**config.mk**
```make
export PLATFORM = sky130hd
export DESIGN_NAME = fpga_config_loader
export DESIGN_NICKNAME = d
export VERILOG_FILES = /design/src/rtl/fpga_cfg_pkg.sv /design/src/rtl/fpga_config_loader_row_asm.sv /design/src/rtl/fpga_config_loader.sv
export SDC_FILE = /design/constraint.sdc
export NUM_CORES = 1
export LEC_CHECK = 0
export CORE_MARGIN = 2
export CORE_UTILIZATION = 51
export CTS_CLUSTER_DIAMETER = 200
export CTS_CLUSTER_SIZE = 40
export DETAILED_ROUTE_END_ITERATION = 16
export PLACE_DENSITY_LB_ADDON = 0.15
export SLEW_MARGIN = 15
export SYNTH_ARGS = -nofsm -noshare
export SYNTH_HDL_FRONTEND = slang
export SYNTH_SLANG_ARGS = --single-unit
```
**constraint.sdc**
```tcl
create_clock -name clock -period 4.5 [get_ports clock]
set_input_delay 0.9 -clock clock [delete_from_list [all_inputs] [get_ports clock]]
set_output_delay 0.9 -clock clock [all_outputs]
set_load 0.01 [all_outputs]
```
**src/rtl/fpga_cfg_pkg.sv**
```systemverilog
// Shared definitions for the configuration loader and the fabric top:
// loader FSM state encoding, default fabric geometry and sizing helpers.
package fpga_cfg_pkg;

  typedef enum logic [2:0] {
    IDLE,
    COLLECT,
    WRITE,
    SETTLE,
    FFEN,
    DONE
  } cfg_state_t;

  localparam int CFG_ROW_W    = 224;
  localparam int CFG_NUM_ROWS = 43;
  localparam int CFG_IN_W     = 32;

  // Number of stream words needed to fill one configuration row.
  function automatic int words_per_row(input int row_w, input int in_w);
    return (row_w + in_w - 1) / in_w;
  endfunction

  // Counter width able to hold 0..n-1, never narrower than one bit.
  function automatic int cnt_w(input int n);
    return (n > 1) ? $clog2(n) : 1;
  endfunction

endpackage

```
**src/rtl/fpga_config_loader_row_asm.sv**
```systemverilog
// Row assembler: drops each accepted stream word into its slot of the row
// register and flags the word that completes the row. Bits of the last word
// that fall above ROW_W are discarded.
module cfg_row_assembler
  import fpga_cfg_pkg::*;
#(
  parameter int ROW_W = CFG_ROW_W,
  parameter int IN_W  = CFG_IN_W
) (
  input  logic             clock,
  input  logic             rst,
  input  logic             clr,
  input  logic             xfer,
  input  logic [IN_W-1:0]  s_data,
  output logic [ROW_W-1:0] row_data,
  output logic             row_full
);

  localparam int WPR   = words_per_row(ROW_W, IN_W);
  localparam int PAD_W = WPR * IN_W;
  localparam int CNT_W = cnt_w(WPR);

  logic [CNT_W-1:0] word_cnt;
  logic [ROW_W-1:0] row_q;
  logic [PAD_W-1:0] row_ext;

  assign row_full = xfer && (word_cnt == CNT_W'(WPR - 1));
  assign row_data = row_q;

  // Current row with the incoming word merged into the slot it is addressed to.
  always_comb begin
    row_ext = PAD_W'(row_q);
    for (int k = 0; k < WPR; k++) begin
      if (word_cnt == CNT_W'(k)) row_ext[k*IN_W +: IN_W] = s_data;
    end
  end

  // Capture accepted words; the row holds its value between words and after the write.
  always_ff @(posedge clock) begin
    if (rst) begin
      word_cnt <= '0;
      row_q    <= '0;
    end else if (clr) begin
      word_cnt <= '0;
    end else if (xfer) begin
      row_q    <= row_ext[ROW_W-1:0];
      word_cnt <= row_full ? '0 : word_cnt + 1'b1;
    end
  end

endmodule

```
**src/rtl/fpga_config_loader.sv**
```systemverilog
// Bitstream loader in front of the fabric: collects stream words into rows,
// strobes each row into the fabric once, waits a settle interval, then
// enables the fabric flip-flops and reports ready.
module fpga_config_loader
  import fpga_cfg_pkg::*;
#(
  parameter int ROW_W         = CFG_ROW_W,
  parameter int NUM_ROWS      = CFG_NUM_ROWS,
  parameter int IN_W          = CFG_IN_W,
  parameter int SETTLE_CYCLES = 10
) (
  input  logic                clock,
  input  logic                rst,
  input  logic                start,
  input  logic [IN_W-1:0]     s_data,
  input  logic                s_valid,
  output logic                s_ready,
  output logic [ROW_W-1:0]    configs_in,
  output logic [NUM_ROWS-1:0] configs_en,
  output logic                ff_en,
  output logic                rdy,
  output logic                busy
);

  localparam int ROW_CW = cnt_w(NUM_ROWS);
  localparam int SET_CW = cnt_w(SETTLE_CYCLES);

  cfg_state_t        state;
  logic [ROW_CW-1:0] row_idx;
  logic [SET_CW-1:0] settle_cnt;
  logic              xfer;
  logic              clr;
  logic              row_full;

  assign xfer = s_valid & s_ready;
  assign clr  = start && ((state == IDLE) || (state == DONE));

  cfg_row_assembler #(
    .ROW_W (ROW_W),
    .IN_W  (IN_W)
  ) u_row_asm (
    .clock    (clock),
    .rst      (rst),
    .clr      (clr),
    .xfer     (xfer),
    .s_data   (s_data),
    .row_data (configs_in),
    .row_full (row_full)
  );

  // Load sequencer with registered handshake, strobe and status outputs.
  always_ff @(posedge clock) begin
    if (rst) begin
      state      <= IDLE;
      s_ready    <= 1'b0;
      configs_en <= '0;
      ff_en      <= 1'b0;
      rdy        <= 1'b0;
      busy       <= 1'b0;
      row_idx    <= '0;
      settle_cnt <= '0;
    end else begin
      configs_en <= '0;
      case (state)
        IDLE, DONE: begin
          if (start) begin
            state      <= COLLECT;
            s_ready    <= 1'b1;
            busy       <= 1'b1;
            ff_en      <= 1'b0;
            rdy        <= 1'b0;
            row_idx    <= '0;
            settle_cnt <= '0;
          end
        end
        COLLECT: begin
          if (row_full) begin
            state      <= WRITE;
            s_ready    <= 1'b0;
            configs_en <= NUM_ROWS'(1) << row_idx;
          end
        end
        WRITE: begin
          // The last row leaves row_idx in place so the pointer never wraps.
          if (row_idx == ROW_CW'(NUM_ROWS - 1)) begin
            state      <= SETTLE;
            settle_cnt <= '0;
          end else begin
            state   <= COLLECT;
            s_ready <= 1'b1;
            row_idx <= row_idx + 1'b1;
          end
        end
        SETTLE: begin
          if (settle_cnt == SET_CW'(SETTLE_CYCLES - 1)) begin
            state <= FFEN;
            ff_en <= 1'b1;
          end else begin
            settle_cnt <= settle_cnt + 1'b1;
          end
        end
        FFEN: begin
          state <= DONE;
          rdy   <= 1'b1;
          busy  <= 1'b0;
        end
        default: begin
          state   <= IDLE;
          s_ready <= 1'b0;
          busy    <= 1'b0;
        end
      endcase
    end
  end

endmodule

```
; ---- Word-level counts from Yosys, hierarchy flattened
; Index checks and enable logic that the tools add are counted.
[word_totals]
elab_cells = 95
reg_bits = 287
inputBits = 36
out_inout_bits = 271
[classes]
add_sub_neg = 3
bitwise_logic = 6
n_eq_ne = 19
n_mux = 22
shifts = 1
n_reduce_logical = 28
[ops]
columns = op, n
row1 = $shl 1x6->43 const A, 1
row2 = $reduce_and 3->1, 10
row3 = $eq 3x3->1 const B, 5
row4 = $pmux 3 s5, 1
row5 = $eq 3x2->1 const B, 4
row6 = $mux 3, 4
row7 = $mux 4, 3
row8 = $mux 6, 2
row9 = $pmux 4 s3, 1
row10 = $pmux 6 s2, 1
row11 = $ne 2x2->1 const B, 5
row12 = $reduce_and 4->1, 2
row13 = $add 6x1->6 const B, 1
row14 = $eq 3x1->1 const B, 2
row15 = $eq 6x6->1 const B, 1
row16 = $logic_not 3->1, 2
row17 = $pmux 1 s2, 3
row18 = $reduce_bool 2->1, 3
row19 = $reduce_or 2->1, 3
row20 = $reduce_or 3->1, 2
row21 = $mux 1, 5
row22 = $not 1->1, 5
row23 = $add 4x1->4 const B, 1
row24 = $eq 4x4->1 const B, 1
row25 = 9 further kinds, 11

; ---- Logic depth before layout (Yosys ltp)
; Gate-level depths: netlist of run 1.
[depth]
ltp_word = 5
mapped_depth = 8
mapped_depth_nobuf = 6

; ---- By module
; A second synthesis of run 1 with hierarchy kept.
[hier_totals]
cells_unflattened = 1256
area_unflattened_um2 = 10483.8
[modules_own_cells]
columns = module, area_per_inst_um2, cells_per_inst, n_inst, seq_area_each_um2
row1 = cfg_row_assembler, 8257.9, 1013, 1, 4544.4
row2 = fpga_config_loader, 2225.9, 243, 1, 1201.2

; ---- Least setup slack after synthesis of run 1
; OpenSTA, ideal clock, no wires.
[synth_timing]
kind = input-to-reg
start = input start
end = register u_row_asm.row_q[162], in the netlist u_row_asm.row_data[162]
path_buffers = 3
t_required_ns = 4.372
path_slack_ns = 2.092
setup_time_ns = 0.128
arrival_ns = 2.280
stages = 7
cell_sequence = clkbuf_1 nor2b_1 buf_2 a2111oi_4 buf_6 mux2i_1 nor2_1
[synth_via]
elab_chain_len = 3
[synth_rtl]
columns = element, line_no
row1 = start: declaration, fpga_config_loader.sv:14  ; input logic start,
row2 = $logic_and 1x1->1, fpga_config_loader.sv:36  ; assign clr = start && ((state == IDLE) || (state == DONE));
row3 = $not 1->1 (no source line), -
row4 = $reduce_and 3->1 (no source line), -
row5 = end signal: assignment, fpga_config_loader_row_asm.sv:46  ; row_q <= row_ext[ROW_W-1:0];
row6 = end: declaration, fpga_config_loader_row_asm.sv:24  ; logic [ROW_W-1:0] row_q;
; Every way passes these cells.
; A chain may end at the register's enable or synchronous reset.

; ---- Final worst setup path of run 1
[layout_timing]
start = register state[2]
end = register u_row_asm.row_q[9], in the netlist u_row_asm.row_data[9]
[layout_via]
elab_chain_len = 5
elab_cells_between_ends = 6
classes_between = eq/ne (1) / bitwise (1) / reduce/logical (4)
[layout_rtl]
columns = element, line_no
row1 = start: declaration, fpga_config_loader.sv:28  ; cfg_state_t state;
row2 = start signal: assignment, fpga_config_loader.sv:54  ; state <= IDLE;
row3 = start signal: assignment, fpga_config_loader.sv:67  ; state <= COLLECT;
row4 = start signal: assignment, fpga_config_loader.sv:78  ; state <= WRITE;
row5 = $eq 3x3->1 / $logic_not 3->1 (equally long branches), fpga_config_loader.sv:36
row6 = $logic_or 1x1->1 (*), fpga_config_loader.sv:36
row7 = $logic_and 1x1->1 (*), fpga_config_loader.sv:36
row8 = $not 1->1 (no source line) (*), -
row9 = $reduce_and 3->1 (no source line) (*), -
; Mark *: on every way between the ends. The rest lies on a longest branch, timed or not.

==> results of run 1 <==
## cell type report
cell class              count  area share
clock buffers              11      0.0199
well taps                 265      0.0240
multi-input cells         697       0.305
repair buffers            317       0.230
flip-flops and latches    287       0.416
inverters                  12     0.00326
clock inverters             1     0.00217
## synthesized netlist by cell type (3+ instances only)
cell type                  number
sky130_fd_sc_hd__a22oi_1        3
sky130_fd_sc_hd__and2_1         8
sky130_fd_sc_hd__inv_1         12
sky130_fd_sc_hd__nor2_1       214
sky130_fd_sc_hd__buf_2         14
sky130_fd_sc_hd__a21oi_1       78
sky130_fd_sc_hd__nand4_1        4
sky130_fd_sc_hd__a311oi_1       3
sky130_fd_sc_hd__nor2b_1        4
sky130_fd_sc_hd__a22o_1         3
sky130_fd_sc_hd__nor3_1         4
sky130_fd_sc_hd__clkbuf_1      47
sky130_fd_sc_hd__nand2b_1       7
sky130_fd_sc_hd__buf_6          6
sky130_fd_sc_hd__mux2i_1      161
sky130_fd_sc_hd__nand3_1        6
sky130_fd_sc_hd__and3_1         3
sky130_fd_sc_hd__o21ai_0        3
sky130_fd_sc_hd__nand2_1      148
sky130_fd_sc_hd__dfxtp_1      287
sky130_fd_sc_hd__ha_1          13
## tightest hold or removal path, delay by kind of cell, from the launching register on
| family | cells | cell delay, ns |
|---|---|---|
| AOI/OAI and AO/OA | 1 | 0.05 |
| DFF | 1 | 0.33 |
| and+or+nand+nor | 1 | 0.05 |
## routing by layer
layer | routed length (um) | vias to the layer above | track usage | part of all wire
met4 | 830 | 0 | 0.0767 | 0.029
met3 | 2020 | 43 | 0.0693 | 0.071
met2 | 13900 | 257 | 0.440 | 0.48
met5 | 0 | - | 0 | 0
li1 | - | 4022 | - | -
met1 | 11900 | 3928 | 0.312 | 0.42
## stage by stage
stage                     utilization  hold slack (ns)  area, sq um
after floorplan                     -            0.440        10300
after global placement          0.690            0.441        13500
after detailed placement        0.690            0.446        13500
after CTS                       0.705            0.464        13800
after global routing            0.705            0.484        13800
final                           0.705            0.463        13800
## cells by family after synthesis
kind of cell / count (synthesis) / share of synthesized area
flip-flops: 287 / 0.559
AND/OR/NAND/NOR: 408 / 0.161
AO/OA/AOI/OAI: 110 / 0.0665
XOR/XNOR: 3 / 0.00329
buffers and inverters: 80 / 0.0353
multiplexers: 162 / 0.158
adder cells (fa/ha/maj): 14 / 0.0168
## registers in the layout, summed over array words and instances, names as in the netlist, 3 cells and up
| register | count |
|---|---|
| row_idx | 6 |
| u_row_asm.word_cnt | 3 |
| state | 3 |
| configs_en | 43 |
| u_row_asm.row_data | 224 |
| settle_cnt | 4 |
## how the worst max path moves through the flow
| stage | endpoint |
|---|---|
| 6_report | u_row_asm.row_data[9] |
| 5_1_grt | u_row_asm.row_data[9] |
| 4_1_cts | u_row_asm.row_data[138] |
| 3_5_place_dp | u_row_asm.row_data[143] |
| 3_3_place_gp | u_row_asm.row_data[143] |
| 2_1_floorplan | u_row_asm.row_data[162] |
## cell usage in the layout (no fill, tap or decap), types with 2 or more instances in the layout
cell / instances
sky130_fd_sc_hd__nor2b_1: 4
sky130_fd_sc_hd__nand4_1: 4
sky130_fd_sc_hd__and2_1: 8
sky130_fd_sc_hd__o2111a_2: 2
sky130_fd_sc_hd__nand3b_1: 2
sky130_fd_sc_hd__nand2b_1: 7
sky130_fd_sc_hd__nor3_1: 4
sky130_fd_sc_hd__a21oi_1: 75
sky130_fd_sc_hd__dfxtp_1: 287
sky130_fd_sc_hd__nor3b_1: 2
sky130_fd_sc_hd__o22ai_1: 2
sky130_fd_sc_hd__clkbuf_16: 11
sky130_fd_sc_hd__and3_1: 3
sky130_fd_sc_hd__a211oi_1: 2
sky130_fd_sc_hd__a311oi_1: 3
sky130_fd_sc_hd__a21oi_4: 3
sky130_fd_sc_hd__a22o_1: 3
sky130_fd_sc_hd__nand3_1: 6
sky130_fd_sc_hd__o21ai_0: 3
sky130_fd_sc_hd__inv_1: 12
sky130_fd_sc_hd__nand2_1: 148
sky130_fd_sc_hd__clkdlybuf4s50_1: 305
sky130_fd_sc_hd__nor2_1: 214
sky130_fd_sc_hd__ha_1: 13
sky130_fd_sc_hd__buf_4: 9
sky130_fd_sc_hd__buf_12: 2
sky130_fd_sc_hd__a22oi_1: 3
sky130_fd_sc_hd__mux2i_1: 161
sky130_fd_sc_hd__a21o_1: 2
sky130_fd_sc_hd__a2111oi_4: 2
## report_power, final
part           total, mW  switching (mW)  internal (mW)
sequential          2.58          0.0182           2.56
combinational      0.254           0.153          0.101
clock               1.23           0.765          0.460
==> results.toml, run 1 <==
[setup_path]
crit_chain = "xor2_1 -> o2111a_2 -> buf_12 -> mux2i_1 -> nor2_1"
critical_path.reg2reg.startpoint = "state[2]"
worst-path-stages = 5
timing.rr.end = "u_row_asm.row_data[9]"
endpoint_kind = "register"
path_max_fanout = 19
cp_top_family = "flip-flops"
critPathArrivalTime_ns = 3.13
crit_path_top_delay_cell = "sky130_fd_sc_hd__dfxtp_1"
worstSetupStartpointType = "register"
cp_data_required_time_ns = 4.80
timing.setup.critical_path_class = "register to register"
cp_slowest_stage_delay_ns = 0.75
cp.buffers_inverters = 1
r2r_cells = 5
worst-r2r-setup-slack_ns = 1.67
timing.critical_path.from = "state[2]"

[detailed_routing]
remaining_routing_drc_violations = 0
drt_iter0_markers = 359
vias_per_cell = 5.19
dr.pass1.iters = 4
route.antenna.remaining_nets = 0
routedWlPerCell_um = 18.0
wl_mm = 28.6
via_count = 8250

[place]
port_buffers = 306
place_hpwl_mm = 19.8
pre_cts_ws_ns = 1.20
dp.cells = 1578
place.gp.congestion = 0.815

[die]
start_util = 0.525
die_area_sq_um = 21300
floorplan.io_pins = 307
die_boundary_width_um = 146
dieHeight_um = 146
rows = 51
core_sq_um = 19600

[clock_tree]
cts_resized = 0
clock_tree.root_cell = "sky130_fd_sc_hd__clkbuf_16"
tritoncts_clock_tree = "done"
ctsLongestPathBuffers = 3
htree_levels = 1
hold_buffers = 0
number_of_sinks_handled_by_clock_tree_synthesis = 287
clk_pin_slew_worst_paths_ns = 0.14
cts_post_setup_buffers_inserted = 0
cts_made_buffers = 11
clock_insertion_delay_worst_skew_ns = 0.49

[synth]
yosys-top-cells-area = "sky130_fd_sc_hd__dfxtp_1, sky130_fd_sc_hd__mux2i_1, sky130_fd_sc_hd__nor2_1"
synth.yosys.seq_area_share = 0.559
yosysTopAreaCell = "sky130_fd_sc_hd__dfxtp_1"
syn-mean-instance-area_sq_um = 9.66
ys_dominant_reg_cell = "sky130_fd_sc_hd__dfxtp_1"
synth.net_count = 1113
synth-warning-count = 0
total_of_flip_flops_plus_latches_after_synthesis = 287
synthDominantCellAreaShare = 0.559
synth_async_sr_flop_share = 0
netlist_area_sq_um = 10300
unique_masters_post_synth = 50
synth_edf_count = 0
synthCells = 1064

[timing]
maxSlewViolCount = 0
final_hold_viol_count = 0
timing.final.ws_setup_ns = 1.67
timing.max_slew.rel_slack = 0.312
fin_skew_ns = 0.0595
rsz0062_at_grt = "no"
fin_tns_setup_ns = 0
final.period_utilization = 0.629
setup-violations-final = 0
time_the_worst_path_needs_with_i_o_delays_and_setup_ns = 2.83
worst_margin_slew_ns = 1.03
clock.fmax_mhz = 353

[finish]
nets = 1375
n_antenna_cell = 0
final_layout_size_suffix_gt1_frac = 0.0272
nFillCells = 1547
layout-area-overhead-vs-synth_pct = 34.4
sequential_cell_area_sq_um = 5750
multiInputGateArea_sq_um = 4220
final_cell_count_no_fill = 1590

[power]
power_per_cell_area_nw_per_um2 = 294
static-leakage-power_nw = 4.59
irDropWorstVdd_mv = 0.310
overall_power_mw = 4.06

[global_routing]
grt_max_degree = 109
groute.usage.overall = 0.255
grt_pass1_vias = 7771
grt_pass1_wl_mm = 43.8
antenna_found_initial = 0
grt_remaining_overflow = 0

[worst_hold_path]
hold_end = "u_row_asm.row_data[218]"
hold_path.startpoint = "u_row_asm.row_data[218]"
min_delay_path_depth = 2
worst_hold_path_class = "register to register"

[run_status]
outcome = "finished, final reports clean"

[job]
timing.max_cap.violations = 0
Power figures use the tool's default switching activity.
==> run 2, diff against run 1 <==
--- a/config.mk
+++ b/config.mk
@@ -6,7 +6,7 @@
 export NUM_CORES = 1
 export LEC_CHECK = 0
 export CORE_MARGIN = 2
-export CORE_UTILIZATION = 51
+export CORE_UTILIZATION = 42
 export CTS_CLUSTER_DIAMETER = 200
 export CTS_CLUSTER_SIZE = 40
 export DETAILED_ROUTE_END_ITERATION = 16
==> constraint.sdc (replaced) <==
create_clock -name clock -period 2.45 [get_ports clock]
set_input_delay 0.49 -clock clock [delete_from_list [all_inputs] [get_ports clock]]
set_output_delay 0.49 -clock clock [all_outputs]
set_load 0.01 [all_outputs]
==> run 2 against run 1 <==
Compared with the run above: final cell count increased by 5.3%; critical path depth decreased by 4; clock skew grew 0.0080 ns; sequential share of layout area shrank 1.1 points; largest cell class unchanged; critical endpoint is now s_ready; largest power group unchanged; hold slack got worse by 0.13 ns.
==> results.toml, run 2 (synthesized netlist as in run 1, its figures left out) <==
[place]
port_buffers = 306
dp.cells = 1662
place.gp.congestion = 0.845
place_hpwl_mm = 20.5

[setup_path]
worstSetupStartpointType = "register"
crit_chain = "clkdlybuf4s50_1"
crit_path_top_delay_cell = "sky130_fd_sc_hd__clkdlybuf4s50_1"
cp.buffers_inverters = 1
timing.rr.end = "u_row_asm.row_data[42]"
endpoint_kind = "output port"
timing.setup.critical_path_class = "register to output port"
r2r_cells = 5
path_max_fanout = 8
critical_path.reg2reg.startpoint = "state[2]"
critPathArrivalTime_ns = 1.62
cp_data_required_time_ns = 1.96
cp_slowest_stage_delay_ns = 0.60
worst-r2r-setup-slack_ns = 0.37
cp_top_family = "buffers and inverters"

[finish]
final_layout_size_suffix_gt1_frac = 0.0452
layout-area-overhead-vs-synth_pct = 38.2
nFillCells = 2075
largest_reg_flops = 224
n_antenna_cell = 0
layout_commonest_cell = "sky130_fd_sc_hd__clkdlybuf4s50_1"
nets = 1400
final_cell_count_no_fill = 1674
mostFrequentLayoutCells = "sky130_fd_sc_hd__clkdlybuf4s50_1, sky130_fd_sc_hd__dfxtp_1, sky130_fd_sc_hd__nor2_1"

[detailed_routing]
remaining_routing_drc_violations = 0
wl_mm = 29.7
route.antenna.remaining_nets = 0
via_count = 8182
vias_per_cell = 4.89
dr.pass1.iters = 5
drt_iter0_markers = 438
routedWlPerCell_um = 17.7

[die]
start_util = 0.425
die_boundary_width_um = 160
rows = 57
core_sq_um = 24200
die_area_sq_um = 25700
floorplan.io_pins = 307
dieHeight_um = 160

[worst_hold_path]
hold_end = "configs_en[42]"
min_delay_path_depth = 3
worst_hold_path_class = "input pin to register"
hold_path.startpoint = "rst"

[clock_tree]
hold_buffers = 0
clock_tree.root_cell = "sky130_fd_sc_hd__clkbuf_16"
number_of_sinks_handled_by_clock_tree_synthesis = 287
clk_pin_slew_worst_paths_ns = 0.14
cts_made_buffers = 11
clock_insertion_delay_worst_skew_ns = 0.51
htree_levels = 1
cts_resized = 0
cts_post_setup_buffers_inserted = 0
ctsLongestPathBuffers = 3
tritoncts_clock_tree = "done"

[timing]
time_the_worst_path_needs_with_i_o_delays_and_setup_ns = 2.11
maxSlewViolCount = 0
fin_tns_setup_ns = 0
timing.max_slew.rel_slack = 0.442
clock.fmax_mhz = 475
setup-violations-final = 0
worst_margin_slew_ns = 0.836
rsz0062_at_grt = "no"
final_hold_viol_count = 0
fin_skew_ns = 0.0676
final.period_utilization = 0.860

[power]
power_per_cell_area_nw_per_um2 = 528
static-leakage-power_nw = 4.75
clockPowerShare = 0.303
power_report.internal_total_mw = 5.76
irDropWorstVdd_mv = 0.476
power.sequential.fraction = 0.630
power_frac_comb = 0.067
power_switching_share = 0.233
net_load_switching_power_mw = 1.75

[global_routing]
grt_pass1_wl_mm = 46.0
groute.usage.overall = 0.224
grt_pass1_vias = 7968
grt_remaining_overflow = 0
grt_max_degree = 173
antenna_found_initial = 0

[run_status]
outcome = "finished, final reports clean"

[job]
timing.max_cap.violations = 0
run 2: worst max path at each step:
stage                         from                       to  slack [ns]  cells past startpoint
final                      s_ready                  s_ready        0.34                      1
after global placement       start  u_row_asm.row_data[184]        0.06                      7
after detailed placement   s_valid  u_row_asm.row_data[183]        0.03                      6
after CTS                  s_ready                  s_ready        0.35                      1
after global routing      state[2]   u_row_asm.row_data[42]        0.18                      5
after floorplan              start  u_row_asm.row_data[162]        0.45                      7
run 2: power groups by stage:
stage	Combinational, mW	Clock (mW)	Sequential [mW]
3_3_place_gp	0.503	0	4.83
3_5_place_dp	0.505	0	4.83
6_report	0.504	2.27	4.73
4_1_cts	0.506	2.35	4.73
2_1_floorplan	0.218	0	4.84
5_1_grt	0.544	2.48	4.74
run 2: stage by stage:
step	area, sq um	worst slack, ns	hold WS [ns]	total power [mW]	util
2_1_floorplan	10300	0.452	0.440	5.06	-
3_3_place_gp	13900	0.0567	0.440	5.33	0.575
3_5_place_dp	13900	0.0284	0.446	5.34	0.575
4_1_cts	14200	0.345	0.306	7.59	0.588
5_1_grt	14200	0.183	0.328	7.77	0.588
6_report	14200	0.343	0.332	7.51	0.588
run 2: routing by layer:
metal / vias to the layer above / routed length [um] / track usage
met5: - / 0 / 0
met4: 0 / 1040 / 0.0770
met3: 47 / 2170 / 0.0615
met2: 238 / 13700 / 0.367
met1: 3840 / 12800 / 0.286
li1: 4057 / - / -
run 2: area by class of cell:
class	instances	area, sq um	share of cell area
inverter	12	45.0	0.00317
clock inverter	1	30.0	0.00211
clock buffer	11	275	0.0194
multi-input combinational	697	4220	0.297
tap	324	405	0.0285
sequential	287	5750	0.404
timing repair buffer	342	3480	0.245
==> run 3, diff against run 2 <==
--- a/config.mk
+++ b/config.mk
@@ -11,6 +11,7 @@
 export CTS_CLUSTER_SIZE = 40
 export DETAILED_ROUTE_END_ITERATION = 16
 export PLACE_DENSITY_LB_ADDON = 0.15
+export SKIP_LAST_GASP = 1
 export SLEW_MARGIN = 15
 export SYNTH_ARGS = -nofsm -noshare
 export SYNTH_HDL_FRONTEND = slang
==> results of run 3 <==
Final layout, timing and power as in run 2 (identical DEF).
